File: src/rtl/uart_tx.sv
// uart_tx: 8-bit UART transmitter with a one-entry hold register for back-to-back frames.
// Define UART_TX_PARITY_EN to insert an even-parity bit between data bit 7 and the stop bits.
module uart_tx #(
  parameter int CLKS_PER_BIT = 1,
  parameter int STOP_BITS    = 1
) (
  input  logic       clk,
  input  logic       reset,
  input  logic [7:0] tx_data,
  input  logic       tx_valid,
  output logic       tx_ready,
  output logic       otx,
  output logic       busy
);
  localparam int BW = CLKS_PER_BIT > 1 ? $clog2(CLKS_PER_BIT) : 1;
`ifdef UART_TX_PARITY_EN
  typedef enum logic [2:0] {IDLE, START, DATA, PARITY, STOP} state_t;
  logic r_par;
`else
  typedef enum logic [2:0] {IDLE, START, DATA, STOP} state_t;
`endif
  state_t        r_state, w_state;
  logic [7:0]    r_hold, r_shift, w_shift;
  logic          r_hold_valid, r_otx, w_otx, r_stop_cnt, w_stop_cnt;
  logic          w_load, w_accept, w_bit_done;
  logic [2:0]    r_bit_cnt, w_bit_cnt;
  logic [BW-1:0] r_baud, w_baud;
  assign w_bit_done = r_baud == BW'(CLKS_PER_BIT - 1);
  assign w_accept   = tx_valid && !r_hold_valid;
  assign tx_ready   = !r_hold_valid;
  assign otx        = r_otx;
  assign busy       = (r_state != IDLE) || r_hold_valid;
  always_comb begin
    w_state    = r_state;
    w_otx      = r_otx;
    w_shift    = r_shift;
    w_bit_cnt  = r_bit_cnt;
    w_stop_cnt = r_stop_cnt;
    w_load     = 1'b0;
    w_baud     = w_bit_done ? '0 : r_baud + 1'b1;
    case (r_state)
      IDLE: begin
        w_baud = '0;
        w_otx  = 1'b1;
        if (r_hold_valid) begin
          w_state = START;
          w_load  = 1'b1;
          w_shift = r_hold;
          w_otx   = 1'b0;
        end
      end
      START: if (w_bit_done) begin
        w_state   = DATA;
        w_otx     = r_shift[0];
        w_bit_cnt = 3'd0;
      end
      DATA: if (w_bit_done) begin
        w_shift   = r_shift >> 1;
        w_bit_cnt = r_bit_cnt + 3'd1;
        if (r_bit_cnt == 3'd7) begin
`ifdef UART_TX_PARITY_EN
          w_state    = PARITY;
          w_otx      = r_par;
`else
          w_state    = STOP;
          w_otx      = 1'b1;
          w_stop_cnt = 1'b0;
`endif
        end else begin
          w_otx = r_shift[1];
        end
      end
`ifdef UART_TX_PARITY_EN
      PARITY: if (w_bit_done) begin
        w_state    = STOP;
        w_otx      = 1'b1;
        w_stop_cnt = 1'b0;
      end
`endif
      STOP: if (w_bit_done) begin
        if (r_stop_cnt == 1'(STOP_BITS - 1)) begin
          // A queued byte starts immediately so frames run without an idle gap.
          w_state = r_hold_valid ? START : IDLE;
          w_load  = r_hold_valid;
          w_shift = r_hold_valid ? r_hold : r_shift;
          w_otx   = !r_hold_valid;
        end else begin
          w_stop_cnt = 1'b1;
        end
      end
      default: begin
        w_state = IDLE;
        w_otx   = 1'b1;
        w_baud  = '0;
      end
    endcase
  end
  always_ff @(posedge clk or negedge reset) begin
    if (!reset) begin
      r_state      <= IDLE;
      r_otx        <= 1'b1;
      r_hold_valid <= 1'b0;
      r_hold       <= '0;
      r_shift      <= '0;
      r_bit_cnt    <= '0;
      r_stop_cnt   <= 1'b0;
      r_baud       <= '0;
`ifdef UART_TX_PARITY_EN
      r_par        <= 1'b0;
`endif
    end else begin
      r_state      <= w_state;
      r_otx        <= w_otx;
      r_hold_valid <= w_accept || (r_hold_valid && !w_load);
      r_shift      <= w_shift;
      r_bit_cnt    <= w_bit_cnt;
      r_stop_cnt   <= w_stop_cnt;
      r_baud       <= w_baud;
      if (w_accept) r_hold <= tx_data;
`ifdef UART_TX_PARITY_EN
      if (w_load) r_par <= ^r_hold;
`endif
    end
  end
endmodule

File: config.mk
export PLATFORM = sky130hd
export DESIGN_NAME = uart_tx
export DESIGN_NICKNAME = d
export VERILOG_FILES = /design/src/rtl/uart_tx.sv
export SDC_FILE = /design/constraint.sdc
export NUM_CORES = 1
export LEC_CHECK = 0
export ABC_AREA = 1
export BUFFER_PORTS_ARGS = -buffer_cell sky130_fd_sc_hd__buf_2
export CORE_AREA = 3 3 59 61
export DETAILED_ROUTE_END_ITERATION = 12
export DIE_AREA = 0 0 62 64
export GPL_TIMING_DRIVEN = 1
export PLACE_DENSITY = 0.69
export SLEW_MARGIN = 20
export SYNTH_ARGS = -nofsm -noshare
export SYNTH_HDL_FRONTEND = slang
export SYNTH_SLANG_ARGS = --single-unit
File: constraint.sdc
create_clock -name clk -period 1.8 [get_ports clk]
set_clock_uncertainty 0.1 [all_clocks]
set_input_delay 0.09 -clock clk [delete_from_list [all_inputs] [get_ports clk]]
set_output_delay 0.09 -clock clk [all_outputs]
set_load 0.005 [all_outputs]
==> results of run 1 <==
per-layer routing:
metal	wire length, um	track usage [%]
met1	1040	18.6
met3	19	1.21
met2	1060	19.6
met5	0	0
met4	36	4.77
kinds of logic after synthesis:
family	after synthesis
and+or+nand+nor	75
DFF	23
AOI/OAI and AO/OA	17
buffers and inverters	17
adders and majority gates	6
worst min path at each step:
stage                         from                  endpoint  slack [ns]  cells after the start
after floorplan              reset  r_bit_cnt[0]$_DFFE_PN0P_       -0.31                      0
after global placement       reset  r_bit_cnt[2]$_DFFE_PN0P_       -0.02                      1
after detailed placement     reset  r_bit_cnt[2]$_DFFE_PN0P_       -0.02                      1
after CTS                 tx_valid     r_hold[3]$_DFFE_PN0P_        0.05                      3
after global routing      tx_valid     r_hold[6]$_DFFE_PN0P_        0.06                      3
final                     tx_valid     r_hold[6]$_DFFE_PN0P_        0.06                      3
state kept, by name, summed over array words and instances (netlist names):
name,cells
r_hold,8
r_shift,8
otx,1
r_hold_valid,1
r_bit_cnt,3
r_state,2
synthesized netlist by cell type:
cell      instances  area share, %
nand2_1          51             16
inv_8             1           0.94
a21oi_2           7            5.1
nand3_1           7            2.9
o21bai_2          1           0.94
buf_12            1            1.7
dfstp_2           1            2.2
ha_1              6            6.3
dfrtp_1          22             46
o21ai_1           1           0.42
buf_6             2            1.9
buf_4             1           0.63
a21oi_1           2           0.84
nor2_1           11            3.5
nand2_2           1           0.52
nand2_8           1            1.7
o21ai_0           6            2.5
nor2_2            4            2.1
inv_1            12            3.8
power breakdown:
part           switching, mW  internal [mW]  total (mW)
registers              0.160          0.778       0.938
logic                  0.724          0.470        1.19
clock network          0.144         0.0863       0.230
final cells by class:
cell class                      instances  area [sq um]  share of cell area, %
Sequential cell                        23           577                   40.7
Multi-Input combinational cell         98           512                   36.1
Timing Repair Buffer                   26           190                   13.4
Inverter                               13          56.3                   3.98
Tap cell                               44          55.1                   3.89
Clock buffer                            4          26.3                   1.86
what timing repair did:
item	4_1_cts	5_1_grt
hold buffers	11	0
setup buffers	0	0
hold endpoints to repair	31	0
critical path, stage by stage (launching register included):
cell and delay (ns):
dfrtp_1 0.60, inv_8 0.08, nand3_1 0.07, dlygate4sd3_1 0.55, nand2_1 0.06
==> impl_metrics.csv, run 1 <==
group,metric,value,unit
synth,ys_seq_elements,23,
pwr,p_per_area,1670,nW/um^2
place,portBuffers,13,
global_route,grt_max_degree,24,
clocking,cts_buffers,3,
floorplan,die_w,62,um
worst_setup_path,criticalPathCategory,"reg -> reg",
final_layout,drive_gt1_share,20.7,%
timing,setup_violations,0,
floorplan,start_util,39.5,%
synth,syn_inst,138,
final_layout,area.growth.synth_to_final,18.5,%
detailed_routing,wl_per_cell,10.4,um
final_layout,fin_cells,208,
worst_setup_path,crit_path_start,"r_hold_valid$_DFF_PN0_",
place,dp_hpwl,1500,um
worst_hold_path,min_path_type,"in -> reg",
detailed_routing,via_per_inst,4.38,
timing,worst_slew_pin_slew,0.513,ns
worst_setup_path,endpoint_kind,"register",
timing,slew_viol_final,0,
synth,yosysUniqueCellTypes,19,
synth,syn_area_per_cell,8.66,sq um
synth,synthSimpleGateAreaFrac,26.7,%
detailed_routing,dr_total_vias,910,
global_route,grt_use_total,12.9,%
timing,hold_ws,0.0598,ns
detailed_routing,first_pass_iters,4,
job,drv_cap,0,
floorplan,dieArea,3970,sq um
place,postPlaceCellArea,1280,sq um
clocking,cts_max_level,1,
detailed_routing,ant_nets,0,
worst_setup_path,endpoint,"r_hold[7]$_DFFE_PN0P_",
synth,synth_compound_area_share,9.84,%
detailed_routing,remaining_drc_errors,0,
worst_setup_path,start_kind,"register",
clocking,cts_sinks,23,
global_route,grt_pass1_vias,924,
timing,fin_ws,0.250,ns
clocking,insertion_delay,0.30,ns
timing,rsz0062_at_grt,"false",
clocking,clk_pin_slew,0.12,ns
final_layout,layout.cells.most_common,"nand2_1",
clocking,ctsResizeCount,0,
pwr,totalPowerFinal,2.36,mW
synth,ys_warn_count,0,
detailed_routing,routed_wirelength,2150,um
synth,synthAdderAreaFrac,6.28,%
pwr,p_leak,0.736,nW
worst_setup_path,required,1.91,ns
final_layout,post-route-util,46.8,%
place,place.gp.congestion,0.831,
worst_setup_path,cp_max_fo,7,
timing,fmax,645,MHz
floorplan,io_pins,14,
detailed_routing,drt_iter0_markers,16,
global_route,grt_pass1_wl,3960,um
synth,synthMuxAreaShare,0,%
place,dp_slack,0.372,ns
final_layout,fin_area,1420,sq um
synth,synth_top_family_by_area,"simple AND/OR/NAND/NOR gates",
timing,fin_crit,1.55,ns
synth,synth-xor-area-share,0,%
timing,hold_viol,0,
global_route,grt-ovfl-total,0,
floorplan,die_h,64,um
final_layout,n_fill_cell,289,
worst_setup_path,reg2reg_to,"r_hold[7]$_DFFE_PN0P_",
worst_setup_path,r2r_setup_slack,0.25,ns
final_layout,layout_common_cells,"nand2_1 (51), dfrtp_1 (22), buf_2 (13), inv_1 (12)",
final_layout,diodes,0,
final_layout,fin_nets,182,
synth,seq_area_frac_synth,48.3,%
clocking,cts_tree,"built",
floorplan,placementRows,20,
clocking,cts_buffer_depth,2,
pwr,peakVddDrop,0.753,mV
timing,finalCritPeriodShare,86.1,%
floorplan,core_area,3030,sq um
timing,relSlewSlack,65.8,%
worst_setup_path,r2r_start,"r_hold_valid$_DFF_PN0_",
global_route,antenna_found_initial,0,
worst_setup_path,r2r_cells,4,
synth,syn_nets,155,
status,run_status,"complete, no violations",
worst_setup_path,crit_arrival,1.66,ns
timing,fin_setup_tns,0,ns
synth,syn_area,1190,sq um
place,placed_cells,193,
clocking,cts-root-buf,"clkbuf_4",
Power figures use the tool's default switching activity.
==> inputs of run 2 (changes only) <==
--- a/config.mk
+++ b/config.mk
@@ -11,7 +11,7 @@
 export DETAILED_ROUTE_END_ITERATION = 12
 export DIE_AREA = 0 0 62 64
 export GPL_TIMING_DRIVEN = 1
-export PLACE_DENSITY = 0.69
+export PLACE_DENSITY = 0.61
 export SLEW_MARGIN = 20
 export SYNTH_ARGS = -nofsm -noshare
 export SYNTH_HDL_FRONTEND = slang
==> impl_metrics.csv, run 2 (synthesized netlist as in run 1, its figures left out) <==
group,metric,value,unit
worst_setup_path,slowest_stage,"dfrtp_1",
clocking,cts_max_level,1,
detailed_routing,dr_total_vias,912,
worst_setup_path,required,1.91,ns
global_route,grt_pass1_wl,3800,um
global_route,grt-ovfl-total,0,
timing,relSlewSlack,67.1,%
detailed_routing,remaining_drc_errors,0,
floorplan,die_h,64,um
floorplan,die_w,62,um
place,portBuffers,13,
floorplan,dieArea,3970,sq um
final_layout,area.growth.synth_to_final,18.1,%
floorplan,start_util,39.5,%
pwr,power_switching_share,43.6,%
worst_setup_path,criticalPathCategory,"reg -> reg",
timing,finalCritPeriodShare,85.4,%
status,run_status,"complete, no violations",
clocking,clk_pin_slew,0.12,ns
final_layout,layout_common_cells,"nand2_1 (51), dfrtp_1 (22), buf_2 (13), inv_1 (12)",
pwr,seqPwrFrac,39.9,%
clocking,cts_setup_buffers,0,
worst_setup_path,start_kind,"register",
worst_setup_path,cp_max_fo,7,
worst_setup_path,worstPathCellList,"inv_8 > nand3_1 > dlygate4sd3_1 > nand2_1",
detailed_routing,routed_wirelength,2100,um
pwr,totalPowerFinal,2.35,mW
final_layout,n_fill_cell,300,
global_route,grt_pass1_vias,933,
pwr,p_leak,0.729,nW
timing,hold_ws,0.0596,ns
worst_hold_path,min_path_type,"in -> reg",
global_route,antenna_found_initial,0,
floorplan,placementRows,20,
final_layout,layout.cells.most_common,"nand2_1",
floorplan,core_area,3030,sq um
timing,fin_crit,1.54,ns
worst_setup_path,crit_arrival,1.65,ns
clocking,cts_buffer_depth,2,
detailed_routing,via_per_inst,4.41,
detailed_routing,ant_nets,0,
timing,hold_viol,0,
detailed_routing,drt_iter0_markers,11,
final_layout,diodes,0,
place,dp_hpwl,1510,um
final_layout,top_regs,"r_hold x8, r_shift x8, r_bit_cnt x3",
timing,rsz0062_at_grt,"false",
global_route,grt_max_degree,24,
global_route,grt_use_total,12.4,%
detailed_routing,first_pass_iters,4,
timing,worst_slew_pin_slew,0.493,ns
clocking,cts_buffers,3,
timing,setup_violations,0,
final_layout,multi_input_area,514,sq um
worst_setup_path,endpoint_kind,"register",
pwr,p_sw,1.02,mW
timing,slew_viol_final,0,
timing,fmax,651,MHz
pwr,internal_power,1.33,mW
clocking,cts_sinks,23,
pwr,clkPwrFrac,9.8,%
final_layout,drive_gt1_share,20.9,%
worst_setup_path,cp_slowest_stage_delay,0.59,ns
place,place.gp.congestion,0.752,
job,drv_cap,0,
clocking,insertion_delay,0.30,ns
pwr,combPwrFrac,50.3,%
detailed_routing,wl_per_cell,10.1,um
floorplan,io_pins,14,
final_layout,register_area,577,sq um
clocking,cts-root-buf,"clkbuf_4",
pwr,p_per_area,1670,nW/um^2
final_layout,fin_nets,181,
timing,fin_setup_tns,0,ns
pwr,peakVddDrop,0.567,mV
clocking,cts_tree,"built",
-- run 2: cell types whose count changed in the layout (fill, tap and decap cells not counted), sizes merged --
cell / delta
buf: -1
-- run 2: worst paths after layout --
path,startpoint,to,slack (ns),cells after the start
worst max-delay path,r_hold_valid$_DFF_PN0_,r_hold[0]$_DFFE_PN0P_,0.26,4
worst min-delay path,tx_valid,r_hold_valid$_DFF_PN0_,0.06,3
worst max register to register,r_hold_valid$_DFF_PN0_,r_hold[0]$_DFFE_PN0P_,0.26,4
worst min register to register,r_bit_cnt[0]$_DFFE_PN0P_,r_bit_cnt[0]$_DFFE_PN0P_,0.39,1
max in group asynchronous,reset,otx$_DFF_PN1_,1.08,2
min in group asynchronous,reset,r_bit_cnt[1]$_DFFE_PN0P_,0.17,2
-- run 2: area by class of cell --
| class | count | share of cell area [%] |
|---|---|---|
| Clock buffer | 4 | 1.86 |
| Inverter | 13 | 3.99 |
| Timing Repair Buffer | 25 | 12.9 |
| Sequential cell | 23 | 40.9 |
| Tap cell | 44 | 3.90 |
| Multi-Input combinational cell | 98 | 36.4 |
-- run 2: layer usage --
layer	vias up	GRT usage [%]	part of all wire [%]	wire, um
met3	2	2.83	3.1	65
li1	479	-	-	-
met1	416	15.7	47	978
met4	0	5.31	1.0	22
met2	15	19.8	49	1030
met5	-	0	0	0
-- run 2: metrics by stage --
| step | cells | util [%] | setup WS [ns] | area [sq um] |
|---|---|---|---|---|
| after floorplan | 138 | - | 0.513 | 1190 |
| after global placement | 192 | 42.0 | 0.273 | 1270 |
| after detailed placement | 192 | 42.0 | 0.189 | 1270 |
| after CTS | 207 | 46.5 | 0.176 | 1410 |
| after global routing | 207 | 46.6 | 0.143 | 1410 |
| final | 207 | 46.6 | 0.263 | 1410 |
-- run 2: power groups by stage --
stage               registers [mW]  logic, mW  clock network, mW
global placement             0.941       1.12                  0
CTS                          0.936       1.19              0.247
detailed placement           0.945       1.17                  0
floorplan                    0.885       1.03                  0
global route                 0.964       1.37              0.273
finish                       0.939       1.18              0.231
-- run 2: timing repair --
item | 4_1_cts | 5_1_grt
hold endpoints to repair | 31 | 0
hold buffers | 11 | 0
gates resized for setup | 0 | 1
setup endpoints to repair | 0 | 1
-- run 2: critical path, delay by kind of cell (launching register included) --
kind                   cells  cell delay [ns]
and+or+nand+nor            2             0.13
buffers and inverters      2             0.62
DFF                        1             0.59
